### src/rtl/test_result_monitor_sat_counter.sv
// Up-counter with enable and synchronous clear that sticks at all-ones.
module sat_counter #(
    parameter int unsigned W = 24
) (
    input  logic         clk,
    input  logic         rst,
    input  logic         en,
    input  logic         clr,
    output logic [W-1:0] cnt
);

    logic [W-1:0] cnt_q;
    logic [W-1:0] cnt_d;

    always_comb begin
        cnt_d = cnt_q;
        if (clr) begin
            cnt_d = '0;
        end else if (en && (cnt_q != '1)) begin
            cnt_d = cnt_q + W'(1);
        end
    end

    always_ff @(posedge clk or negedge rst) begin
        if (!rst) begin
            cnt_q <= '0;
        end else begin
            cnt_q <= cnt_d;
        end
    end

    assign cnt = cnt_q;

endmodule

### config.mk
export PLATFORM = sky130hd
export DESIGN_NAME = sat_counter
export DESIGN_NICKNAME = d
export VERILOG_FILES = /design/src/rtl/test_result_monitor_sat_counter.sv
export SDC_FILE = /design/constraint.sdc
export NUM_CORES = 1
export LEC_CHECK = 0
export ABC_AREA = 1
export CAP_MARGIN = 20
export CORE_UTILIZATION = 40
export DETAILED_ROUTE_END_ITERATION = 6
export PLACE_DENSITY = 0.62
export SLEW_MARGIN = 30
export SYNTH_ARGS = -nofsm -noshare
export SYNTH_HDL_FRONTEND = slang
export SYNTH_SLANG_ARGS = --single-unit
### constraint.sdc
create_clock -name clk -period 1.75 [get_ports clk]
set_clock_uncertainty 0.1 [all_clocks]
set_input_delay 0.35 -clock clk [delete_from_list [all_inputs] [get_ports clk]]
set_output_delay 0.35 -clock clk [all_outputs]
set_load 0.03 [all_outputs]
# ---- Word level (Yosys, flattened, before mapping)
# Cells that the tools add are included.
dict set report classes {
  eq_ne 1
  n_reduce_logical 2
  add_sub_neg 1
  mux 2
}
# op count
set op_table {}
lappend op_table {{$mux 24} 2}
lappend op_table {{$add 24x1->24 const B} 1}
lappend op_table {{$ne 24x24->1 const B} 1}
lappend op_table {{$reduce_bool 2->1} 1}
lappend op_table {{$logic_and 1x1->1} 1}
dict set report totals {
  input_bits 4
  wordCells 7
  output_inout_bits 24
  register_bits 24
}

# ---- Longest topological paths before layout
dict set report depth {
  word_depth 4
  depth_mapped 12
  depth_no_buf 11
}

# ---- Worst setup path before layout
# OpenSTA, ideal clock, no wires.
dict set report synth_path {
  path_type {flip-flop to flip-flop}
  from {register cnt_q[1], in the netlist cnt[1]}
  to {register cnt_q[10], in the netlist cnt[10]}
  slack_ns -0.119
  path_stages_with_launch 12
  t_required_ns 1.528
  setup_time_ns 0.122
  n_path_buf 1
  period_less_slack_ns 1.869
  arrival_ns 1.647
  path_cell_list {dfrtp_1 ha_1 nand2_2 nor2_4 nand2_2 nor2_4 nand2_1 nand2_1 nand2_2 buf_2 nand2_1 o21ai_1}
}
dict set report synth_between {
  elab_chain_len 3
  word_cells_on_any_way 6
  cone_classes {add/sub (1); eq/ne (1); mux (2); reduce/logical (2)}
}
# item line_no
set synth_rtl {}
lappend synth_rtl {{from (decl)} 12} ;# logic [W-1:0] cnt_q;
lappend synth_rtl {{from (signal assigned)} 28} ;# cnt_q <= cnt_d;
lappend synth_rtl {{$add 24x1->24 / $ne 24x24->1 (equally long branches)} {20, 19}}
lappend synth_rtl {{$mux 24 / $logic_and 1x1->1 (equally long branches)} 19} ;# end else if (en && (cnt_q != '1)) begin
lappend synth_rtl {{$mux 24 / $reduce_bool 2->1 (equally long branches)} --}
# Parallel ways exist; a longest one is shown, timed or not. The select of a mux whose other input is x is not followed.
# A chain may end at the register's enable or synchronous reset.

# ---- Worst setup path after layout
dict set report layout_path {
  from {register cnt_q[0], in the netlist cnt[0]}
  to {register cnt_q[3], in the netlist cnt[3]}
}
# The elaborated chain is that of the path after synthesis.

==> impl_metrics.json <==
{
  "start_util_pct": 42.8,
  "p_leak_nw": 1.11,
  "cts.clk_slew.worst_paths_ps": 90,
  "numPortBuffers": 27,
  "grt_pass1_wl_um": 7660,
  "finalNonFillerCells": 346,
  "antenna_found_initial": 0,
  "synth_edf_count": 0,
  "place.gp.congestion": 0.844,
  "critical_path_class": "reg -> reg",
  "cellPowerDensity_nw_per_um2": 493,
  "met3_length_um": 143,
  "cap_violations": 0,
  "synthesis.area_um2": 1600,
  "slowest_stage": "dfrtp_2",
  "status": "finished, final reports clean",
  "routed.top_layer": "met4",
  "clock.fmax_mhz": 597,
  "period_share_pct": 95.7,
  "final_util_pct": 57.9,
  "yosysWarnings": 0,
  "slew_headroom_pct": 78.0,
  "grt_overflow": 0,
  "cp.buffers_inverters": 1,
  "syn_avg_cell_area_um2": 6.44,
  "cp_top_family": "simple AND/OR/NAND/NOR gates",
  "dpl.cell_count": 341,
  "grt_max_degree": 25,
  "cts_tree": "built",
  "setup_violations": 0,
  "max_stage_delay_ps": 400,
  "wl_met1_um": 2160,
  "cts_root_buffer": "clkbuf_8",
  "synthFlopType": "dfrtp_1",
  "grt_pass1_vias": 1694,
  "die_h_um": 65.3,
  "wl_per_cell_um": 12.8,
  "fin_crit_ps": 1670,
  "hold_viol": 0,
  "critical_path_required_ps": 1810,
  "via_per_inst": 4.89,
  "cts.sinks": 24,
  "drv_slew": 0,
  "fin_hold_ws_ps": 340,
  "worstHoldPathType": "in -> async",
  "final_cell_mix": "89 x nand2_1, 28 x nor2_1, 24 x inv_1, 24 x dlygate4sd2_1, 23 x buf_4",
  "dr.pass1.iters": 4,
  "syn_nets": 254,
  "final_layout_size_suffix_gt1_share_pct": 17.1,
  "nNetsFinal": 304,
  "layout_commonest_cell": "nand2_1",
  "die_w_um": 65.3,
  "synth_top_area_share_pct": 37.5,
  "synth-xor-area-share_pct": 2.19,
  "route.detailed.drc": 0,
  "finalWirelength_um": 4440,
  "synthMuxAreaShare_pct": 0,
  "ant_nets": 0,
  "ys_ff_latch": 24,
  "crit_top_cell": "nand2_2",
  "io_pins": 28,
  "vdd_ir_drop_max_mv": 0.413,
  "dpl-instance-area_um2": 2100,
  "tightest_slew_ps": 329,
  "rows": 22,
  "crit_fanout": 14,
  "cp.arrival_ps": 1740,
  "dieArea_um2": 4260,
  "synth_top_family_by_area": "simple AND/OR/NAND/NOR gates",
  "postCtsHoldBufs": 0,
  "start_kind": "register",
  "htreeDepth": 1,
  "core-area_um2": 3740,
  "synth_area_leaders": "dfrtp_1 37%, nand2_1 22%, nor2_1 8.0%",
  "crit_chain": "ha_4, nand2_2, nor2_4, nand2_2, nor2_4, nand2_1, nand2_2, nand2_4, buf_12, nand2_1, o21ai_1",
  "syn2layout_area_growth_pct": 35.3,
  "cts_made_buffers": 3,
  "ctsLongestPathBuffers": 2,
  "final_area_um2": 2170,
  "wl_met2_um": 2100,
  "yosysTopAreaCell": "dfrtp_1",
  "ys_seq_area_share_pct": 37.5,
  "yosysUniqueCellTypes": 25,
  "via_count": 1692,
  "largest_reg_flops": 24,
  "num_antenna_cells": 0,
  "track_usage_pct": 23.4,
  "clock_latency_ps": 270,
  "synth_cells": 249,
  "synthAdderAreaFrac_pct": 0.781,
  "drt-initial-drc-count": 91,
  "dpl.hpwl_um": 3210,
  "synth-compound-area-share_pct": 7.49,
  "synth-simple-area-share_pct": 43.5,
  "endpoint_kind": "register",
  "async_flop_share_pct": 100
}
==> final cells by class <==
cell class | count | area (um2)
inverters | 27 | 106
fillers | 378 | 1580
clock buffers | 4 | 55.1
flip-flops and latches | 24 | 604
well taps | 48 | 60.1
repair buffers | 51 | 433
multi-input cells | 192 | 910
==> Yosys cell counts (all sizes together) (2+ instances only) <==
master,n
a21oi,9
buf,5
clkinv,2
dfrtp,24
inv,25
nand2,95
nand3,21
nand4,6
nor2,38
nor3,2
o21ai,12
o21bai,2
xor2,3
==> repair_timing <==
action / CTS / global route
setup endpoints to repair: 24 / 22
resized for setup: 24 / 14
setup buffers: 0 / 1
pin swaps: 0 / 3
==> where the power goes <==
group / switching (mW) / internal (mW) / leakage [nW]
sequential: 0.00503 / 0.559 / 0.329
clock: 0.196 / 0.202 / 0.0288
combinational: 0.0691 / 0.0368 / 0.752
==> final timing paths <==
check                                     end  slack [ps]  depth (start not counted)                from
setup / recovery           cnt[3]$_DFFE_PN0P_          80                         11  cnt[0]$_DFFE_PN0P_
hold / removal             cnt[7]$_DFFE_PN0P_         340                          2                 rst
setup reg to reg           cnt[3]$_DFFE_PN0P_          80                         11  cnt[0]$_DFFE_PN0P_
hold reg to reg            cnt[6]$_DFFE_PN0P_         460                          2  cnt[6]$_DFFE_PN0P_
max in group asynchronous  cnt[6]$_DFFE_PN0P_         940                          2                 rst
min in group clk           cnt[6]$_DFFE_PN0P_         460                          2  cnt[6]$_DFFE_PN0P_
==> worst register-to-register path, stage by stage, from the launching register on <==
cell     delay (ps)
dfrtp_2         400
ha_4            140
nand2_2          70
nor2_4          150
nand2_2          90
nor2_4          110
nand2_1          70
nand2_2          80
nand2_4          80
buf_12          150
nand2_1          60
o21ai_1          70
==> kinds of logic after synthesis <==
kind of cell             count (synthesis)
AND/OR/NAND/NOR                        164
buffers and inverters                   33
flip-flops                              24
AO/OA/AOI/OAI                           23
XOR/XNOR                                 4
adder cells (fa/ha/maj)                  1
==> through the flow <==
step / power, mW / TNS (ps) / setup slack, ps
6_report: 1.07 / 0 / 75.8
5_1_grt: 1.10 / -6.64 / -4.53
4_1_cts: 1.07 / 0 / 31.9
3_5_place_dp: 0.681 / 0 / 21.1
3_3_place_gp: 0.681 / 0 / 48.8
2_1_floorplan: 0.625 / 0 / 31.0
==> per-layer routing <==
| layer | global-route usage (%) | vias to the layer above |
|---|---|---|
| li1 | - | 877 |
| met1 | 29.8 | 777 |
| met2 | 40.3 | 33 |
| met3 | 3.65 | 5 |
| met4 | 7.07 | 0 |
| met5 | 0 | - |
Power figures use the tool's default switching activity.
